## src/rtl/csr_file.sv

```systemverilog
// Machine-mode Zicsr register file: combinational CSR read/legality check,
// edge-committed writes, trap entry/mret sequencing and 64-bit cycle/instret counters.
module csr_file #(
    parameter int          XLEN        = 32,
    parameter int          NUM_SCRATCH = 4,
    parameter logic [63:0] HART_ID     = 64'd0,
    parameter logic [63:0] RESET_VEC   = 64'd0
) (
    input  logic            clk,
    input  logic            rst,
    input  logic            csr_valid,
    input  logic [2:0]      func3,
    input  logic [4:0]      rs1,
    input  logic [XLEN-1:0] rs1_val,
    input  logic [11:0]     csr_addr,
    input  logic            instr_retire,
    input  logic            trap_valid,
    input  logic [XLEN-1:0] trap_pc,
    input  logic [XLEN-1:0] trap_cause,
    input  logic [XLEN-1:0] trap_val,
    input  logic            mret,
    output logic [XLEN-1:0] rd_val,
    output logic            illegal_csr,
    output logic [1:0]      priv_mode,
    output logic [XLEN-1:0] mtvec_q,
    output logic [XLEN-1:0] mepc_q,
    output logic            mie_q
);

    localparam int NS = (NUM_SCRATCH > 0) ? NUM_SCRATCH : 1;
    localparam logic [XLEN-1:0] MTVEC_RST = {RESET_VEC[XLEN-1:2], 2'b00};

    localparam logic [1:0] PRIV_U = 2'b00;
    localparam logic [1:0] PRIV_M = 2'b11;

    logic [1:0]      priv_q;
    logic            mie;
    logic            mpie;
    logic [1:0]      mpp;
    logic [XLEN-1:0] mtvec;
    logic [XLEN-1:0] mscratch;
    logic [XLEN-1:0] mepc;
    logic [XLEN-1:0] mcause;
    logic [XLEN-1:0] mtval;
    logic [63:0]     mcycle;
    logic [63:0]     minstret;
    logic [63:0]     mcycle_d;
    logic [63:0]     minstret_d;
    logic [XLEN-1:0] scratch [NS];

    logic [XLEN-1:0] mstatus_val;
    logic [XLEN-1:0] old_val;
    logic [XLEN-1:0] src;
    logic [XLEN-1:0] wval;
    logic            hit;
    logic            writes;
    logic            read_only;
    logic            priv_fail;
    logic            func3_bad;
    logic            illegal;
    logic            do_write;

    always_comb begin
        mstatus_val        = '0;
        mstatus_val[3]     = mie;
        mstatus_val[7]     = mpie;
        mstatus_val[12:11] = mpp;
    end

    // High counter halves only exist as separate CSRs on RV32.
    always_comb begin
        old_val = '0;
        hit     = 1'b0;
        case (csr_addr)
            12'h300: begin old_val = mstatus_val; hit = 1'b1; end
            12'h305: begin old_val = mtvec;       hit = 1'b1; end
            12'h340: begin old_val = mscratch;    hit = 1'b1; end
            12'h341: begin old_val = mepc;        hit = 1'b1; end
            12'h342: begin old_val = mcause;      hit = 1'b1; end
            12'h343: begin old_val = mtval;       hit = 1'b1; end
            12'hB00, 12'hC00: begin
                old_val = mcycle[XLEN-1:0];
                hit     = 1'b1;
            end
            12'hB02, 12'hC02: begin
                old_val = minstret[XLEN-1:0];
                hit     = 1'b1;
            end
            12'hB80, 12'hC80: begin
                if (XLEN == 32) begin
                    old_val = XLEN'(mcycle[63:32]);
                    hit     = 1'b1;
                end
            end
            12'hB82, 12'hC82: begin
                if (XLEN == 32) begin
                    old_val = XLEN'(minstret[63:32]);
                    hit     = 1'b1;
                end
            end
            12'hF14: begin old_val = HART_ID[XLEN-1:0]; hit = 1'b1; end
            default: begin
                for (int i = 0; i < NUM_SCRATCH; i++) begin
                    if (csr_addr == 12'h7C0 + 12'(i)) begin
                        old_val = scratch[i];
                        hit     = 1'b1;
                    end
                end
            end
        endcase
    end

    always_comb begin
        src       = func3[2] ? XLEN'(rs1) : rs1_val;
        writes    = (func3[1:0] == 2'b01) || (rs1 != 5'd0);
        read_only = (csr_addr[11:10] == 2'b11);
        priv_fail = (csr_addr[9:8] > priv_q);
        func3_bad = (func3[1:0] == 2'b00);
        illegal   = csr_valid && (priv_fail || !hit || func3_bad || (read_only && writes));
        do_write  = csr_valid && !illegal && writes && !trap_valid && !mret;
        case (func3[1:0])
            2'b10:   wval = old_val | src;
            2'b11:   wval = old_val & ~src;
            default: wval = src;
        endcase
    end

    assign rd_val      = illegal ? '0 : old_val;
    assign illegal_csr = illegal;
    assign priv_mode   = priv_q;
    assign mtvec_q     = mtvec;
    assign mepc_q      = mepc;
    assign mie_q       = mie;

    // A software write to any half of a counter suppresses that counter's increment.
    always_comb begin
        mcycle_d   = mcycle + 64'd1;
        minstret_d = minstret + 64'(instr_retire);
        if (do_write) begin
            case (csr_addr)
                12'hB00: mcycle_d   = (XLEN == 32) ? {mcycle[63:32], wval[31:0]} : 64'(wval);
                12'hB02: minstret_d = (XLEN == 32) ? {minstret[63:32], wval[31:0]} : 64'(wval);
                12'hB80: mcycle_d   = {wval[31:0], mcycle[31:0]};
                12'hB82: minstret_d = {wval[31:0], minstret[31:0]};
                default: ;
            endcase
        end
    end

    always_ff @(posedge clk) begin
        if (rst) begin
            priv_q   <= PRIV_M;
            mie      <= 1'b0;
            mpie     <= 1'b0;
            mpp      <= PRIV_U;
            mtvec    <= MTVEC_RST;
            mscratch <= '0;
            mepc     <= '0;
            mcause   <= '0;
            mtval    <= '0;
            mcycle   <= '0;
            minstret <= '0;
            for (int i = 0; i < NS; i++) begin
                scratch[i] <= '0;
            end
        end else begin
            mcycle   <= mcycle_d;
            minstret <= minstret_d;
            if (trap_valid) begin
                mepc   <= {trap_pc[XLEN-1:2], 2'b00};
                mcause <= trap_cause;
                mtval  <= trap_val;
                mpie   <= mie;
                mie    <= 1'b0;
                mpp    <= priv_q;
                priv_q <= PRIV_M;
            end else if (mret) begin
                priv_q <= mpp;
                mie    <= mpie;
                mpie   <= 1'b1;
                mpp    <= PRIV_U;
            end else if (do_write) begin
                case (csr_addr)
                    12'h300: begin
                        mie  <= wval[3];
                        mpie <= wval[7];
                        mpp  <= (wval[12:11] == PRIV_M) ? PRIV_M : PRIV_U;
                    end
                    12'h305: mtvec    <= {wval[XLEN-1:2], 2'b00};
                    12'h340: mscratch <= wval;
                    12'h341: mepc     <= {wval[XLEN-1:2], 2'b00};
                    12'h342: mcause   <= wval;
                    12'h343: mtval    <= wval;
                    default: ;
                endcase
                for (int i = 0; i < NUM_SCRATCH; i++) begin
                    if (csr_addr == 12'h7C0 + 12'(i)) begin
                        scratch[i] <= wval;
                    end
                end
            end
        end
    end

endmodule

```

## config.mk

```make
export PLATFORM = sky130hd
export DESIGN_NAME = csr_file
export DESIGN_NICKNAME = d
export VERILOG_FILES = /design/src/rtl/csr_file.sv
export SDC_FILE = /design/constraint.sdc
export NUM_CORES = 1
export LEC_CHECK = 0
export BUFFER_PORTS_ARGS = -buffer_cell sky130_fd_sc_hd__buf_4
export CORE_UTILIZATION = 33
export CTS_CLUSTER_DIAMETER = 60
export DETAILED_ROUTE_END_ITERATION = 10
export SYNTH_ARGS = -nofsm -noshare
export SYNTH_HDL_FRONTEND = slang
export SYNTH_SLANG_ARGS = --single-unit
```

## constraint.sdc

```tcl
create_clock -name clk -period 4.2 [get_ports clk]
set_clock_uncertainty 0.1 [all_clocks]
set_input_delay 0.21 -clock clk [delete_from_list [all_inputs] [get_ports clk]]
set_output_delay 0.21 -clock clk [all_outputs]
set_load 0.05 [all_outputs]
```

# Yosys cells after proc, flatten, opt, wreduce, memory -nomap -nowiden

Memory sizes are Yosys's and may differ from the RTL's.
Index checks and enable logic that the tools add are counted.

Register bits: 290
Bits in writable memories: 128
Output and inout port bits: 100
Logic and storage cells: 162
Memories kept: 1

Add/sub/neg operators: 2
$lt $le $gt $ge: 1
Eq/ne operators: 29
Multiplexer cells: 70
Bitwise logic cells: 9
Reductions and logical operators: 37

Memory list:

| memory  | words | bits a word | rd ports | clocked after Yosys merged registers in | write ports | line | text |
|---|---|---|---|---|---|---|---|
| scratch | 4     | 32          | 4        | 0                                       | 4           | 49   | `logic [XLEN-1:0] scratch [NS];` |

Operator list:

| operator                                                                | number |
|---|---|
| 32-bit 2-to-1 mux                                                       | 22 |
| 32-bit case mux with 11 select lines                                    | 1 |
| 64-bit case mux with 2 select lines                                     | 2 |
| 64-bit 2-to-1 mux                                                       | 2 |
| 12-bit equality test, second input constant                             | 9 |
| 12-bit by 10-bit equality test with 1-bit output, second input constant | 6 |
| 64-bit by 1-bit adder with 64-bit output                                | 1 |
| 64-bit by 1-bit adder with 64-bit output, second input constant         | 1 |
| 32-bit case mux with 2 select lines                                     | 1 |
| 12-bit by 11-bit equality test with 1-bit output, second input constant | 4 |
| 1-bit 2-to-1 mux                                                        | 37 |
| 32-bit bitwise AND                                                      | 1 |
| 32-bit NOT                                                              | 1 |
| 32-bit bitwise OR                                                       | 1 |
| 15-bit OR reduction                                                     | 1 |
| 2-bit nonzero test                                                      | 6 |
| 2-bit 2-to-1 mux                                                        | 5 |
| 2-bit inequality test, second input constant                            | 5 |
| 2-bit OR reduction                                                      | 5 |
| 3-bit AND reduction                                                     | 3 |
| 2-bit equality test, second input constant                              | 4 |
| 4-bit AND reduction                                                     | 2 |
| 1-bit logical AND                                                       | 6 |
| 3-bit nonzero test                                                      | 2 |
| other kinds (9)                                                         | 20 |

# Logic depth before layout (Yosys ltp)

Depth after elaboration: 22
Mapped depth: 13

# Worst setup path before layout

OpenSTA, ideal clock, no wires.

Path type: flip-flop to flip-flop
Start: register priv_q[1] (netlist: priv_mode[1])
End: memory scratch[3][0], enable pin
Setup time: 0.466 ns
Arrival time: 4.187 ns
Setup slack: -0.553 ns
Cell stages (with the launch flop): 8
Buffers on the path: 0
Cell sequence: dfxtp_1 -> inv_1 -> ha_1 -> nor2b_1 -> a2bb2oi_1 -> nor3_1 -> o211ai_4 -> o21ai_0

RTL lines:

| element                | line | text |
|---|---|---|
| start, declared        | 36   | `logic [1:0] priv_q;` |
| start signal, assigned | 178  | `priv_q <= mpp;` |
| end, declared          | 49   |  |

# Final worst setup path

Start: register priv_q[1] (netlist: priv_mode[1])
End: register mepc[13] (netlist: mepc_q[13])

Longest elaborated chain between the ends: 12

RTL lines:

| element                              | line | text |
|---|---|---|
| 2-bit > comparator                   | 117  | `priv_fail = (csr_addr[9:8] > priv_q);` |
| 1-bit logical OR (3 in a row)        | 119  | `illegal = csr_valid && (priv_fail \|\| !hit \|\| func3_bad \|\| (read_only && writes));` |
| 1-bit logical AND                    | 119  |  |
| 1-bit logical NOT                    | 120  | `do_write = csr_valid && !illegal && writes && !trap_valid && !mret;` |
| 1-bit logical AND (4 in a row)       | 120  |  |
| 2-bit nonzero test (no source line)  | -    |  |
| 3-bit AND reduction (no source line) | -    |  |
| end signal, assigned                 | 170  | `mepc <= {trap_pc[XLEN-1:2], 2'b00};` |
| end signal, assigned                 | 191  | `12'h341: mepc <= {wval[XLEN-1:2], 2'b00};` |
| end, declared                        | 42   | `logic [XLEN-1:0] mepc;` |

No other way between the ends.
A chain may end at the register's enable or synchronous reset.

==> out/summary.txt <==
CP Launch Point - priv_mode[1]
Clock buffer depth - 3
Ratio of cells with drive above 1 in the final layout - 0.190
Leading area contributor after synthesis - dfxtp_1
Number of synthesized flops with an enable pin - 128
Seq cells post-synth - 418
CP endpoint kind - flip-flop
Multi-input gate area - 0.0132 mm2
Result of the run - completed
Inst Count DP - 3879
P_sw - 2.80 mW
Drt via density - 6.40
Async set-reset flop share out of synthesis - 0
Crit path kind - flip-flop to flip-flop
Max VDD drop - 0.000264 V
Leakage - 10.4 nW
RR Startpoint - priv_mode[1]
GPL Wtd Cong - 1.14
Min cycle time layout - 4.00 ns
Synth area leaders - dfxtp_1, edfxtp_1, nor2_1
Commonest cells after routing, fill and taps aside - buf_4, nor2_1, dfxtp_1
WL per Instance - 30.3 um
Comb pwr share - 0.125
Slew margin rel. - 0.137
Slowest CP cell - nor2_1
Final hold violation count - 0
Hold buffers post-CTS - 101
Pin count of the biggest net entering global routing - 185
# setup viols final - 0
H-tree levels - 2
Initial Util - 0.334
Clock power share - 0.443
Reg clk slew, reported paths - 0.06 ns
Share of the synthesized area in the top cell type - 0.243
Syn avg cell area - 8.57 um2
Detailed Place HPWL - 87.3 mm
Total wire length - 123 mm
Max_cap viols - 0
Post-route ant nets - 0
TritonCTS clock tree - yes
Worst setup SP type - flip-flop
Final core utilization - 0.419
Sink Count - 418
Crit path cell chain - inv_1 > ha_1 > nor2b_1 > a2bb2oi_1 > or3_1 > nor2_1 > a21o_1 > nand2_1 > o221ai_1 > dlygate4sd3_1
I/O pins - 254
Filler Cell Count - 7216
Setup tns final - 0 ns
Mapped Area - 0.0239 mm2
Postcts setup bufs - 0
CP max stage delay - 0.63 ns
Final worst-path cycle share - 0.952
Arr. time, crit path - 4.48 ns
Warnings, synthesis - 0
Storage cell area - 0.00965 mm2
Class of the worst hold path - input port to flip-flop
Net count reported at finish - 3240
Grt ovf - 0
CP max FO - 13
CTS root buffer - clkbuf_16
Placeable Area - 0.0716 mm2
Vias after detailed routing - 26100
Clock buffer count from CTS - 49
Hold_sp - rs1[2]
Die X - 271 um
P per Cell Area - 335 mW/mm2
Sw Ratio - 0.278
Most common cell after layout, fill and taps aside - buf_4
Int Pwr - 7.25 mW
WP data required - 4.68 ns
Ys flop type - dfxtp_1
Netlist cell types - 98
Final-report max-slew violation count - 0
Fmax - 250 MHz
First-pass detailed-route iteration total - 6
Area growth syn-to-layout - 25.4%
Total Power - 10.0 mW
Buffers added on ports - 247
Initial antenna violation count - 6
Die area - 0.0736 mm2
Num rows - 98
Vias in the first global route - 24100
Seq/Total Area, Yosys - 0.403
Post-Syn Instances - 2793
RSZ-0062 raised after global routing - no
First-pass GRT wire length - 173 mm
Worst Max-Slew Pin Slew - 1.29 ns
Die height - 271 um
Clock insertion delay at the later pin of the skew report - 0.64 ns
Fin cells - 4070
Flop pwr share - 0.432
# resized after CTS - 0
Total Routing Usage GR - 0.322
DRC Markers - 0
DRT iter0 DRCs - 3696
==> cell families after synthesis <==
family,count (synthesis),share of synthesized area
simple gates,1169,0.246
compound gates,796,0.232
flops,418,0.403
buf+inv,291,0.0526
mux,113,0.0638
fa+ha+maj,5,0.00261
other cells,1,0.000157
==> power groups by stage <==
stage | sequential, mW | combinational [mW] | clock, mW
6_report | 4.34 | 1.25 | 4.45
5_1_grt | 4.35 | 1.28 | 4.59
4_1_cts | 4.34 | 1.21 | 4.44
3_5_place_dp | 4.42 | 1.13 | 0
3_3_place_gp | 4.42 | 1.13 | 0
2_1_floorplan | 4.46 | 0.521 | 0
==> metal layers <==
layer / track usage / wire length, um
met2: 0.472 / 52200
met1: 0.407 / 46400
met4: 0.210 / 9180
met5: 0 / 18
met3: 0.0978 / 15500
==> stage by stage <==
stage          hold WS [ns]  worst slack [ns]  cell area (um2)
3_3_place_gp          0.349             0.325            27400
2_1_floorplan         0.253             0.315            23900
3_5_place_dp          0.359             0.304            27400
5_1_grt              0.0725            0.0780            30000
6_report             0.0612             0.203            30000
4_1_cts              0.0419             0.293            30000
==> final timing paths <==
path / end / slack (ns) / depth (start not counted)
min: minstret[2] / 0.06 / 5
max: mepc_q[13] / 0.20 / 10
min reg2reg: mcause[20] / 0.37 / 2
max reg2reg: mepc_q[13] / 0.20 / 10
==> synthesized netlist by cell type, types with 13 or more instances <==
cell       number
a22oi_1        44
a22o_1         16
nand4b_1       14
or3_1          18
inv_1          18
nor2b_1        24
edfxtp_1      128
nor3b_1        13
a21oi_1       156
o22ai_1        47
nor2_1        362
and2_1         28
o41ai_1        45
o22a_1         14
a31oi_1        67
buf_4          15
nand4_1        49
buf_1          14
o21ai_0       105
a211oi_1       80
mux4_2         29
o221ai_1       46
buf_2          89
nand2b_1       23
clkbuf_1      153
nor3_1         70
o211ai_1       25
o2bb2ai_1      16
a21o_1         14
or4_1          18
mux2i_1        58
and3_1         54
nor4_1         43
nand2_1       221
mux2_2         26
nand3_1       166
dfxtp_1       290
==> critical path, delay by kind of cell (launching register included) <==
kind,cells,cell delay [ns]
compound gates,3,0.83
flops,1,0.40
fa+ha+maj,1,0.30
simple gates,4,1.60
buf+inv,2,0.72
==> area by class of cell <==
type / count / share of cell area
diodes: 1 / 0.0000833
multi-input cells: 2087 / 0.439
inverters: 20 / 0.00258
well taps: 950 / 0.0396
clock buffers: 72 / 0.0474
repair buffers: 505 / 0.142
clock inverters: 17 / 0.00763
flip-flops and latches: 418 / 0.321
==> state kept, by name, summed over array words and instances, names as in the netlist <==
signal / count
mpie: 1
mscratch: 32
priv_mode: 2
mcause: 32
scratch: 128
minstret: 64
mpp: 2
mtval: 32
mepc_q: 30
mie_q: 1
mcycle: 64
mtvec_q: 30
(Power assumes the default switching activity.)
